File: src/rtl/wb_ctrl.sv
`default_nettype none
// ============================================================================
// wb_ctrl: register-file write-port owner; merges EX and long-latency results
// through a pending queue and tracks outstanding long-latency destinations.
// Optional feature macro: WB_BYPASS_EN (direct load of long-latency results).
// Revision: 1.0
// ============================================================================
module wb_ctrl #(
  parameter int QDEPTH = 4
) (
  input  logic        clk,
  input  logic        rst,
  input  logic [4:0]  ex_waddr_i,
  input  logic [31:0] ex_wdata_i,
  input  logic        ex_wen_i,
  input  logic [4:0]  lu_waddr_i,
  input  logic [31:0] lu_wdata_i,
  input  logic        lu_valid_i,
  output logic        lu_ready_o,
  input  logic [4:0]  iss_rd_i,
  input  logic        iss_long_i,
  input  logic [4:0]  id_rs1_i,
  input  logic [4:0]  id_rs2_i,
  input  logic [4:0]  id_rd_i,
  output logic        stall_o,
  output logic [4:0]  reg_waddr_o,
  output logic [31:0] reg_wdata_o,
  output logic        reg_wen_o
);

  localparam int PW = $clog2(QDEPTH);
  localparam int CW = PW + 1;
  localparam logic [CW-1:0] C_FULL = CW'(QDEPTH);

  typedef struct packed {
    logic [4:0]  addr;
    logic [31:0] data;
  } entry_t;

  entry_t          mem_q [QDEPTH];
  logic [PW-1:0]   rptr_q, rptr_d;
  logic [PW-1:0]   wptr_q, wptr_d;
  logic [CW-1:0]   count_q, count_d;
  logic [31:0]     pending_q, pending_d;
  logic [4:0]      waddr_q, waddr_d;
  logic [31:0]     wdata_q, wdata_d;
  logic            wen_q, wen_d;

  logic            ex_valid;
  logic            q_empty;
  logic            lu_enq_ok;
  logic            bypass;
  logic            deq;
  logic            enq;
  entry_t          head;
  logic [31:0]     set_mask;
  logic [31:0]     clr_mask;

  assign lu_ready_o = rst & (count_q != C_FULL);
  assign ex_valid   = ex_wen_i & (ex_waddr_i != 5'd0);
  assign q_empty    = (count_q == '0);
  // x0 results still complete the handshake but are never stored.
  assign lu_enq_ok  = lu_valid_i & lu_ready_o & (lu_waddr_i != 5'd0);
  assign head       = mem_q[rptr_q];

`ifdef WB_BYPASS_EN
  assign bypass = ~ex_valid & q_empty & lu_enq_ok;
`else
  assign bypass = 1'b0;
`endif

  assign deq = ~ex_valid & ~q_empty;
  assign enq = lu_enq_ok & ~bypass;

  assign stall_o = rst & ((pending_q[id_rs1_i] & (id_rs1_i != 5'd0)) |
                          (pending_q[id_rs2_i] & (id_rs2_i != 5'd0)) |
                          (pending_q[id_rd_i]  & (id_rd_i  != 5'd0)));

  always_comb begin
    waddr_d  = waddr_q;
    wdata_d  = wdata_q;
    wen_d    = 1'b0;
    rptr_d   = rptr_q;
    wptr_d   = wptr_q;
    count_d  = count_q;
    set_mask = '0;
    clr_mask = '0;

    if (ex_valid) begin
      waddr_d = ex_waddr_i;
      wdata_d = ex_wdata_i;
      wen_d   = 1'b1;
    end else if (deq) begin
      waddr_d = head.addr;
      wdata_d = head.data;
      wen_d   = 1'b1;
      clr_mask[head.addr] = 1'b1;
    end else if (bypass) begin
      waddr_d = lu_waddr_i;
      wdata_d = lu_wdata_i;
      wen_d   = 1'b1;
      clr_mask[lu_waddr_i] = 1'b1;
    end

    if (deq) rptr_d = rptr_q + PW'(1);
    if (enq) wptr_d = wptr_q + PW'(1);
    if (enq && !deq)      count_d = count_q + CW'(1);
    else if (deq && !enq) count_d = count_q - CW'(1);

    if (iss_long_i && iss_rd_i != 5'd0) set_mask[iss_rd_i] = 1'b1;
    // A new issue to the register being retired must stay pending.
    pending_d = ((pending_q & ~clr_mask) | set_mask) & 32'hFFFF_FFFE;
  end

  always_ff @(posedge clk) begin
    if (!rst) begin
      rptr_q    <= '0;
      wptr_q    <= '0;
      count_q   <= '0;
      pending_q <= '0;
      waddr_q   <= '0;
      wdata_q   <= '0;
      wen_q     <= 1'b0;
    end else begin
      rptr_q    <= rptr_d;
      wptr_q    <= wptr_d;
      count_q   <= count_d;
      pending_q <= pending_d;
      waddr_q   <= waddr_d;
      wdata_q   <= wdata_d;
      wen_q     <= wen_d;
    end
  end

  always_ff @(posedge clk) begin
    if (rst && enq) mem_q[wptr_q] <= '{addr: lu_waddr_i, data: lu_wdata_i};
  end

  assign reg_waddr_o = waddr_q;
  assign reg_wdata_o = wdata_q;
  assign reg_wen_o   = wen_q;

endmodule
`default_nettype wire

File: config.mk
export PLATFORM = sky130hd
export DESIGN_NAME = wb_ctrl
export DESIGN_NICKNAME = d
export VERILOG_FILES = /design/src/rtl/wb_ctrl.sv
export SDC_FILE = /design/constraint.sdc
export NUM_CORES = 1
export LEC_CHECK = 0
export BUFFER_PORTS_ARGS = -buffer_cell sky130_fd_sc_hd__buf_2
export CORE_MARGIN = 3
export CORE_UTILIZATION = 60
export CTS_BUF_LIST = sky130_fd_sc_hd__clkbuf_4 sky130_fd_sc_hd__clkbuf_8
export DETAILED_ROUTE_END_ITERATION = 8
export PLACE_DENSITY = 0.79
export SYNTH_ARGS = -nofsm -noshare
export SYNTH_HDL_FRONTEND = slang
export SYNTH_SLANG_ARGS = --single-unit
File: constraint.sdc
create_clock -name clk -period 4.5 [get_ports clk]
set_input_delay 0.45 -clock clk [delete_from_list [all_inputs] [get_ports clk]]
set_output_delay 0.45 -clock clk [all_outputs]
set_load 0.01 [all_outputs]
==> metrics.md, run 1 <==
| Metric | Value |
|---|---|
| Hold_buf cts | 0 |
| Mean Syn Cell Area | around 14 µm² |
| Drt pass-1 iters | 5 |
| Cell Rows | 45 |
| DRT iter0 DRCs | 556 |
| WP data arrival | about 2300 ps |
| Setup crit end kind | primary output |
| Post-Syn Area | 0.00951 mm² |
| GP Congestion | ~0.89 |
| # nets final | 942 |
| Syn Nets | slightly above 800 |
| Asr flop ratio synth | 0% |
| Initial Util | approximately three fifths |
| Die area | 0.0174 mm² |
| CP Data Required Time | about 4100 ps |
| Worst-path fanout max | 4 |
| PwrDens | roughly 500 mW/mm² |
| Type of the tightest min-delay check | in2reg |
| Final WL | about 22000 µm |
| Antenna violations before repair | 0 |
| Final Hold Fails | 0 |
| IO Count | 139 |
| # clock sinks | 226 |
| Worst VDD drop | ~350 µV |
| Status | finished, final reports clean |
| Worst slew pin tran | ~1000 ps |
| Power share of the sequential group | a little under half |
| Finish-stage setup viols | 0 |
| Drt via density | 5.98 |
| Final worst-path setup slack | roughly 1700 ps |
| Max Cap Violations | 0 |
| Top cell type's share of synthesized area | a little under half |
| Largest net degree at the start of global routing | 77 |
| Area leader, netlist | edfxtp_1 |
| First-pass GRT wire length | roughly 34000 µm |
| H-tree level count | 2 |
| Synth Instances | roughly 700 |
| Die width | about 130 µm |
| Vias | 6412 |
| Rel. slew slack | between 30% and 40% |
| Clk_lat worst skew | 510 ps |
| Routed WL per cell | about 20 µm |
| Num CTS Buffers | 35 |
| Antenna viol nets, final | 0 |
| Largest cells by area after synthesis | edfxtp_1 47%, dfxtp_1 16%, mux4_2 13% |
| NetSw | about 1600 µW |
| Register bit count reported by yosys | roughly 230 |
| Period utilization | 61.3% |
| CP startpoint kind | register |
| Leading cell types by count after synthesis | 148 x edfxtp_1, 120 x nand2_1, 78 x dfxtp_1, 55 x mux4_2, 53 x nor2_1 |
| Layout cells sized above 1 | a little under a third |
| DRC viols | 0 |
| Total negative slack | 0 ps |
| P_leak | 0.00396 µW |
| IO Port Bufs | about 140 |
| Seq/Total Area, Yosys | 63.1% |
| CTS resizes | 0 |
| Total grt overflow | 0 |
| Highest clock rate | about 0.36 GHz |
| Top_reg_cell synth | edfxtp_1 |
| Area Growth Syn to Fin | 16.2% |
| GRT Total Usage | ~25% |
| Clock power share | a little under a third |
| Die Height | approximately 130 µm |
| Vias in the first global route | between 6000 and 7000 |
| Worst slack, placed | approximately 1700 ps |
| Post-synth cell types | 47 |
| Setup CP Type | reg2out |
| Cell Int Power | between 3000 and 4000 µW |
| RSZ-0062 raised after global routing | no |
| HPWL Detailed | about 14000 µm |
| Clk slew on worst S/H paths | 60 ps |
| Postcts setup bufs | 0 |
| Antenna cell count | 0 |
| Logic pwr share | roughly 22% |
| Sw Ratio | approximately 29% |
| Synth Warn # | 0 |
| Number of synthesized flops with an enable pin | roughly 150 |
| Worst Skew | roughly 20 ps |
| Count leader, synth | edfxtp_1 |
| TritonCTS clock tree | built |
| Fin crit period | 2760 ps |
| Clk buf depth | 3 |
| Core outline area | 0.0154 mm² |
| Slew Viols, Final | 0 |
| Clk root buf | clkbuf_8 |
[cell families after synthesis]
logic type / Yosys count / share of synthesized area (%)
AOI/OAI and AO/OA: 122 / 8.46
xor gates and xnor gates: 5 / 0.460
adders and majority gates: 6 / 0.868
buffers and inverters: 53 / 2.34
DFF: 226 / 63.1
muxes: 72 / 14.8
and+or+nand+nor: 218 / 9.93
[cells in the final DEF (no fill, tap or decap), drive strengths merged, types with 3 or more instances in the layout]
master,netlist,routed
a21boi,6,6
a21oi,32,32
a311oi,35,35
and2,7,7
buf,17,143
clkbuf,28,58
dfxtp,78,78
edfxtp,148,148
ha,5,5
inv,7,8
mux2i,17,17
mux4,55,55
nand2,120,120
nand2b,8,8
nor2,53,53
nor2b,6,6
nor3,6,6
o21ai,34,34
o22ai,3,3
or3,3,3
or4,5,5
xor2,3,3
[power groups by stage]
stage                     clock network [µW]  registers, µW  logic [µW]
after global routing                    1850           2520        1310
after global placement                     0           2540        1180
after floorplan                            0           2520         835
after CTS                               1760           2510        1210
final                                   1740           2500        1200
after detailed placement                   0           2550        1200
[flip-flops by register name, summed over array words and instances (netlist names), named ones only]
register     flops
mem_q          148
reg_wdata_o     32
pending_q       31
reg_waddr_o      5
count_q          3
rptr_q           2
wptr_q           2
reg_wen_o        1
[worst max-delay path, cell delays in order, from the launching register on]
cell and delay, ps:
dfxtp_1 350, mux4_2 470, mux2i_1 160, nor3b_1 80, a2111oi_0 400, a41oi_1 160, buf_2 190
[path summary, 6_finish.rpt]
kind	startpoint	endpoint	slack, ps	depth (start not counted)
hold / removal	lu_wdata_i[9]	mem_q[1][9]	150	1
setup / recovery	pending_q[14]	stall_o	1740	6
setup reg to reg	count_q[0]	count_q[2]	1810	9
hold reg to reg	reg_waddr_o[1]	reg_waddr_o[1]	480	2
[cell type report]
| class | count | area [µm²] |
|---|---|---|
| multi-input combinational | 423 | 3310 |
| timing repair buffer | 143 | 728 |
| inverter | 8 | 30.0 |
| clock inverter | 4 | 46.3 |
| clock buffer | 58 | 673 |
| fill | 1031 | 4320 |
| sequential | 226 | 6010 |
| tap | 211 | 264 |
[metrics by stage]
| step | hold slack, ps | power, µW | utilization (%) | std cells | area (µm²) |
|---|---|---|---|---|---|
| after floorplan | 465 | 3350 | - | 702 | 9510 |
| after global placement | 462 | 3710 | 67.2 | 1011 | 10300 |
| after detailed placement | 463 | 3750 | 67.2 | 1011 | 10300 |
| after CTS | 123 | 5480 | 71.9 | 1073 | 11100 |
| after global routing | 141 | 5690 | 71.9 | 1073 | 11100 |
| final | 146 | 5440 | 71.9 | 1073 | 11100 |
[metal layers]
layer / global-route usage (%) / up-vias / part of all wire, % / routed length, µm
met1: 32.4 / 3130 / 40 / 8670
li1: - / 2942 / - / -
met5: 0 / - / 0 / 0
met3: 4.92 / 55 / 7.2 / 1560
met2: 40.9 / 285 / 49 / 10600
met4: 9.33 / 0 / 3.1 / 658
Power figures use the tool's default switching activity.
==> inputs of run 2 (changes only) <==
--- a/config.mk
+++ b/config.mk
@@ -5,6 +5,7 @@
 export SDC_FILE = /design/constraint.sdc
 export NUM_CORES = 1
 export LEC_CHECK = 0
+export ABC_AREA = 1
 export BUFFER_PORTS_ARGS = -buffer_cell sky130_fd_sc_hd__buf_2
 export CORE_MARGIN = 3
 export CORE_UTILIZATION = 60
==> constraint.sdc (replaced) <==
create_clock -name clk -period 2.8 [get_ports clk]
set_input_delay 0.28 -clock clk [delete_from_list [all_inputs] [get_ports clk]]
set_output_delay 0.28 -clock clk [all_outputs]
set_load 0.01 [all_outputs]
==> run 2 against run 1 <==
Against the previous run:
- total power increased by 70%
- utilization rose by 3.5 points
- final cell count up 44%
- register-to-register slack got worse by 1600 ps
- clock power increased by 69%
- non-clock buffer count increased by 60
- critical path type is now reg2reg
==> metrics.md, run 2 <==
| Metric | Value |
|---|---|
| Vias in the first global route | 8467 (+29%) |
| Top_reg_cell synth | edfxtp_1 |
| Seq/Total Area, Yosys | 59.1% (-4.0 points) |
| First-pass GRT wire length | 41500 µm (+22%) |
| Synth Warn # | 0 (unchanged) |
| Worst slack, placed | 115 ps (-1540 ps) |
| Synth Instances | 1110 (+58%) |
| IO Count | 139 (unchanged) |
| Hold path start | ex_wdata_i[25] |
| Layout cells sized above 1 | 20.3% (-11 points) |
| P_leak | 0.00511 µW (+29%) |
| GRT Total Usage | 28.3% (+3.8 points) |
| Max Cap Violations | 0 (unchanged) |
| Clk root buf | clkbuf_8 |
| Leading cell types by count after synthesis | 250 x nand2_1, 148 x edfxtp_1, 107 x nand3_1, 104 x o21ai_0, 90 x inv_1 |
| Setup CP Type | reg2reg |
| Register bit count reported by yosys | 226 (unchanged) |
| Most frequent cells in the layout | 250 x nand2_1, 148 x edfxtp_1, 138 x buf_2 |
| Final Hold Fails | 0 (unchanged) |
| Initial Util | 62.6% (+0.72 points) |
| Largest net degree at the start of global routing | 49 (-36%) |
| PwrDens | 754 mW/mm² (+53%) |
| Fin crit period | ~2600 ps |
| DRT iter0 DRCs | 648 (+17%) |
| Clk_lat worst skew | 520 ps (about the same) |
| Routed WL per cell | 16.8 µm (-16%) |
| Cell Rows | 46 (+2.2%) |
| Worst R2R Setup Slack | 180 ps (-1630 ps) |
| CP Data Required Time | 3020 ps (-1030 ps) |
| WP data arrival | 2840 ps (+530 ps) |
| Register Area | 0.00601 mm² (unchanged) |
| Die Height | 136 µm (+3.2%) |
| Area Growth Syn to Fin | 20.5% |
| Worst-path fanout max | 34 (+30) |
| Post-synth cell types | 35 (-26%) |
| Syn Nets | 1215 (+51%) |
| Status | finished, final reports clean |
| Reg2reg end | mem_q[2][26] |
| Reg with most FFs | mem_q |
| FILL cells | 1137 (+10%) |
| Placed Area | 0.0110 mm² (+6.3%) |
| Worst Skew | 24.8 ps (+5.19 ps) |
| # nets final | 1403 (+49%) |
| DRC viols | 0 (unchanged) |
| Vias | 8685 (+35%) |
| Mean Syn Cell Area | 9.15 µm² (-32%) |
| Finish-stage setup viols | 0 (unchanged) |
| Rel. slew slack | 21.8% (-8.3 points) |
| Antenna violations before repair | 0 (unchanged) |
| Core outline area | 0.0162 mm² (+5.6%) |
| Final worst-path setup slack | 179 ps (-1560 ps) |
| Num CTS Buffers | 37 (+5.7%) |
| RSZ-0062 raised after global routing | no |
| Clk buf depth | 3 (unchanged) |
| Clk slew on worst S/H paths | 60 ps (about the same) |
| Asr flop ratio synth | 0% (unchanged) |
| Worst VDD drop | 522 µV (+50%) |
| Type of the tightest min-delay check | in2reg |
| TritonCTS clock tree | built |
| Hold_ws | 35.1 ps (-110 ps) |
| Post-Syn Area | 0.0102 mm² (+6.8%) |
| Antenna cell count | 0 (unchanged) |
| Antenna viol nets, final | 0 (unchanged) |
| Reg2reg path depth | 7 (-2) |
| Total grt overflow | 0 (unchanged) |
| Worst R2R Start | count_q[1] |
| Hold Path Stages | 3 (+2) |
| IO Port Bufs | 138 (unchanged) |
| Max FFs per register | 148 (unchanged) |
| CP startpoint kind | register |
| Worst hold path endpoint | reg_wdata_o[25] |
| Worst path max stage delay | 940 ps (+470 ps) |
| Multi-input gate area | 0.00349 mm² (+5.5%) |
| Die area | 0.0185 mm² (+6.5%) |
| Design area | 0.0122 mm² (+11%) |
| Crit-path cells | nor2_1 > a21oi_1 > nand2_1 > nor2_2 > inv_1 > nor2_4 > buf_6 |
| Drt via density | 5.64 (-5.7%) |
| Count leader, synth | nand2_1 |
| GP Congestion | 0.952 (+6.7%) |
| HPWL Detailed | 16400 µm (+15%) |
| Final WL | 25900 µm (+20%) |
| Drt pass-1 iters | 6 (+1) |
| Worst slew pin tran | 1170 ps (+121 ps) |
| Most common cell after layout, fill and taps aside | nand2_1 |
| # clock sinks | 226 (unchanged) |
| Top cell type's share of synthesized area | 43.7% (-3.0 points) |
| Period utilization | a little over nine tenths |
| Setup crit end kind | register |
| Slowest CP cell | nor2_4 |
| H-tree level count | 2 (unchanged) |
| Highest clock rate | 0.382 GHz |
| Largest cells by area after synthesis | edfxtp_1 44%, dfxtp_1 15%, nand2_1 9.2% |
| Area leader, netlist | edfxtp_1 |
| Post-layout util | 75.4% (+3.5 points) |
| Number of synthesized flops with an enable pin | 148 (unchanged) |
| Slew Viols, Final | 0 (unchanged) |
| Die width | 136 µm (+3.2%) |
[run 2: cells by family (layout without fill, tap and decap cells)]
group,count (synthesis),count (layout),share of synthesized area [%]
compound gates,230,230,12.2
flops,226,226,59.1
buf+inv,161,376,6.88
mux,3,3,0.296
simple gates,484,484,20.7
fa+ha+maj,6,6,0.813
[run 2: worst max-delay path by stage]
stage / start / end / slack (ps) / cells past startpoint
2_1_floorplan: count_q[0] / mem_q[0][0] / -320 / 6
3_3_place_gp: count_q[0] / mem_q[2][26] / 160 / 7
3_5_place_dp: count_q[0] / mem_q[1][8] / 110 / 7
4_1_cts: count_q[0] / mem_q[1][19] / 80 / 7
5_1_grt: count_q[1] / mem_q[2][26] / 3 / 7
6_report: count_q[1] / mem_q[2][26] / 180 / 7
[run 2: per-layer routing]
layer  global-route usage [%]  vias to the layer above  part of all wire [%]
li1                         -                     4162                     -
met4                     10.1                        0                   2.4
met2                     47.9                      450                    48
met3                     4.85                       60                   8.7
met1                     37.1                     4013                    41
met5                        0                        -                     0
[run 2: metrics by stage]
stage	setup TNS (ps)	power, µW	instances
2_1_floorplan	-48010	5590	1110
4_1_cts	0	9230	1541
3_3_place_gp	0	6200	1427
6_report	0	9230	1541
5_1_grt	0	9700	1541
3_5_place_dp	0	6250	1427
[run 2: what timing repair did]
action / 4_1_cts / 5_1_grt
hold buffers: 48 / 0
endpoints found under the setup margin: 0 / 23
setup buffers: 0 / 0
endpoints found under the hold margin: 151 / 0
resized for setup: 0 / 5
[run 2: worst max-delay path: cells and delay by family, from the launching register on]
| family | cells | cell delay, ps |
|---|---|---|
| AND/OR/NAND/NOR | 4 | 1300 |
| flip-flops | 1 | 440 |
| buffers and inverters | 2 | 430 |
| AO/OA/AOI/OAI | 1 | 160 |
[run 2: final cells by class]
class	count	share of cell area (%)
sequential	226	49.1
multi-input combinational	723	28.5
timing repair buffer	203	10.7
clock buffer	51	5.22
inverter	107	3.28
tap	216	2.21
clock inverter	15	1.02
[run 2: report_power, final]
part	leakage (µW)	switching, µW	internal [µW]
logic	0.00272	1550	743
clock network	0.000405	1270	1670
registers	0.00198	149	3840
total	0.00511	2970	6260
==> inputs of run 3 (changes only) <==
--- a/config.mk
+++ b/config.mk
@@ -8,10 +8,10 @@
 export ABC_AREA = 1
 export BUFFER_PORTS_ARGS = -buffer_cell sky130_fd_sc_hd__buf_2
 export CORE_MARGIN = 3
-export CORE_UTILIZATION = 60
+export CORE_UTILIZATION = 35
 export CTS_BUF_LIST = sky130_fd_sc_hd__clkbuf_4 sky130_fd_sc_hd__clkbuf_8
 export DETAILED_ROUTE_END_ITERATION = 8
-export PLACE_DENSITY = 0.79
+export PLACE_DENSITY = 0.49
 export SYNTH_ARGS = -nofsm -noshare
 export SYNTH_HDL_FRONTEND = slang
 export SYNTH_SLANG_ARGS = --single-unit
==> run 3 against run 2 <==
Against the previous run:
- first-iteration DRC count down 24%
- final cell count up 11%
- critical endpoint is now mem_q[1][23]
- flip-flop and latch count unchanged
- setup slack worse by 120 ps
- final area is 2.0% higher
- fmax down 4.4%
- non-clock buffer count up 6
==> metrics.md, run 3 (synthesized netlist as in run 2, its figures left out) <==
| Metric | Value |
|---|---|
| Period utilization | 97.9% (+4.3 points) |
| Area Growth Syn to Fin | 23.0% |
| Largest net degree at the start of global routing | 45 (-8.2%) |
| Worst path max stage delay | 920 ps (-20 ps) |
| Vias | 8333 (-4.1%) |
| Initial Util | 36.1% (-27 points) |
| IO Port Bufs | 138 (unchanged) |
| Core outline area | 0.0282 mm² (+74%) |
| Drt via density | 4.87 (-14%) |
| Highest clock rate | 0.365 GHz (-4.4%) |
| Die area | 0.0311 mm² (+68%) |
| Reg with most FFs | mem_q |
| DRC viols | 0 (unchanged) |
| Rel. slew slack | 22.4% (+0.57 points) |
| Crit-path cells | nor2_1 > a21oi_1 > nand2_1 > nor2_2 > inv_1 > nor2_4 > buf_4 |
| # clock sinks | 226 (unchanged) |
| Max FFs per register | 148 (unchanged) |
| Most common cell after layout, fill and taps aside | nand2_1 |
| CP Buf/Inv Count | 2 (unchanged) |
| PwrDens | 739 mW/mm² (-2.0%) |
| Logic pwr share | 25.3% (+0.4 points) |
| DRT iter0 DRCs | 493 (-24%) |
| IO Count | 139 (unchanged) |
| Most frequent cells in the layout | 250 x nand2_1, 148 x edfxtp_1, 138 x buf_2 |
| Placed Area | 0.0112 mm² (+2.2%) |
| GP Congestion | 0.838 (-12%) |
| WP data arrival | 2980 ps (+140 ps) |
| CP startpoint kind | register |
| CP delay by family, top | simple AND/OR/NAND/NOR gates |
| Layout cells sized above 1 | 20.5% (+0.24 points) |
| First-pass GRT wire length | 45000 µm (+8.5%) |
| Clk slew on worst S/H paths | 60 ps (about the same) |
| P_leak | 0.00514 µW (+0.58%) |
| Setup crit end kind | register |
| H-tree level count | 2 (unchanged) |
| Cell Rows | 61 (+33%) |
| Tot Pwr | 9230 µW (about the same) |
| Vias in the first global route | 8182 (-3.4%) |
| Die width | 176 µm (+30%) |
| Power share of the sequential group | 43.4% (+0.2 points) |
| Clk root buf | clkbuf_8 |
| Antenna cell count | 0 (unchanged) |
| Setup CP Type | reg2reg |
| Routed WL per cell | 16.7 µm (-0.63%) |
| TritonCTS clock tree | built |
| Num CTS Buffers | 40 (+8.1%) |
| Worst slew pin tran | 1160 ps (-8.51 ps) |
| Type of the tightest min-delay check | in2reg |
| Status | finished, final reports clean |
| Slew Viols, Final | 0 (unchanged) |
| Final Hold Fails | 0 (unchanged) |
| Fin crit period | 2740 ps (+120 ps) |
| Final WL | 28600 µm (+10%) |
| Postcts setup bufs | 0 (unchanged) |
| Die Height | 176 µm (+30%) |
| Antenna viol nets, final | 0 (unchanged) |
| HPWL Detailed | 18600 µm (+13%) |
| Worst VDD drop | 391 µV (-25%) |
| Clk_lat worst skew | 520 ps (about the same) |
| Sw Ratio | 33.2% (+0.98 points) |
| Drt pass-1 iters | 6 (unchanged) |
| Clk buf depth | 3 (unchanged) |
| RSZ-0062 raised after global routing | yes |
| Finish-stage setup viols | 0 (unchanged) |
| Clock power share | 31.3% (-0.6 points) |
| Design area | 0.0125 mm² (+2.0%) |
| Worst Skew | 17.3 ps (-7.51 ps) |
| CP Data Required Time | 3040 ps (+20 ps) |
| Cell Int Power | 6170 µW (-1.4%) |
| GRT Total Usage | 18.2% (-10 points) |
| Total grt overflow | 0 (unchanged) |
| NetSw | 3060 µW (+3.0%) |
| # nets final | 1412 (+0.64%) |
| Slowest CP cell | nor2_4 |
| Antenna violations before repair | 0 (unchanged) |
| Worst-path fanout max | 31 (-8.8%) |
| Max Cap Violations | 0 (unchanged) |
==> run 3: changes by cell type in the layout (fill, tap and decap cells not counted) <==
| cell | change |
|---|---|
| bufinv_16 | -2 |
| inv_8 | +1 |
| dlygate4sd3_1 | +2 |
| buf_12 | +1 |
| buf_4 | +3 |
| inv_6 | -1 |
| clkinv_4 | +1 |
| clkinvlp_4 | -1 |
| clkinv_1 | +2 |
| clkbuf_4 | +4 |
| clkinv_2 | -2 |
| clkbuf_8 | +1 |
==> run 3: worst register-to-register path, delay by kind of cell, from the launching register on <==
| family | cells | cell delay [ps] |
|---|---|---|
| AOI/OAI and AO/OA | 1 | 210 |
| buffers and inverters | 2 | 500 |
| and+or+nand+nor | 4 | 1300 |
| DFF | 1 | 450 |
==> run 3: cell type report <==
cell class | instances | area, µm²
Fill cell | 2756 | 15700
Sequential cell | 226 | 6010
Multi-Input combinational cell | 723 | 3490
Timing Repair Buffer | 209 | 1380
Clock buffer | 56 | 683
Tap cell | 378 | 473
Inverter | 107 | 402
Clock inverter | 13 | 66.3
==> run 3: metrics by stage <==
stage	hold WS [ps]	worst slack [ps]	setup TNS (ps)	utilization [%]	std cells
after CTS	2.01	-4.24	-23.8	44.3	1712
after detailed placement	455	2.09	0	39.9	1593
after global routing	37.7	-167	-2600	44.4	1712
final	31.2	59.2	0	44.4	1712
after floorplan	379	-324	-48010	-	1110
after global placement	450	72.3	0	39.9	1593
==> run 3: worst paths after layout <==
kind | start | end | slack (ps) | cells after the start
setup / recovery | count_q[1] | mem_q[1][23] | 60 | 7
hold / removal | ex_wdata_i[25] | reg_wdata_o[25] | 30 | 3
setup reg to reg | count_q[1] | mem_q[1][23] | 60 | 7
hold reg to reg | pending_q[28] | pending_q[28] | 460 | 2
==> run 3: timing repair <==
action	4_1_cts	5_1_grt
gates resized for setup	1	4
hold buffers	50	0
endpoints found under the setup margin	13	77
endpoints found under the hold margin	161	0
pin swaps	0	0
==> run 3: per-layer routing <==
layer | up-vias | wire (µm) | track usage [%]
met3 | 46 | 1490 | 3.40
met4 | 0 | 597 | 5.17
met5 | - | 0 | 0
li1 | 4183 | - | -
met2 | 219 | 13100 | 29.7
met1 | 3885 | 13400 | 24.9
==> run 3: power groups by stage <==
stage | combinational [µW] | clock [µW] | sequential [µW]
after floorplan | 1500 | 0 | 4090
after detailed placement | 2300 | 0 | 4070
after global routing | 2620 | 3140 | 4030
final | 2340 | 2890 | 4000
after global placement | 2300 | 0 | 4060
after CTS | 2360 | 2980 | 4000
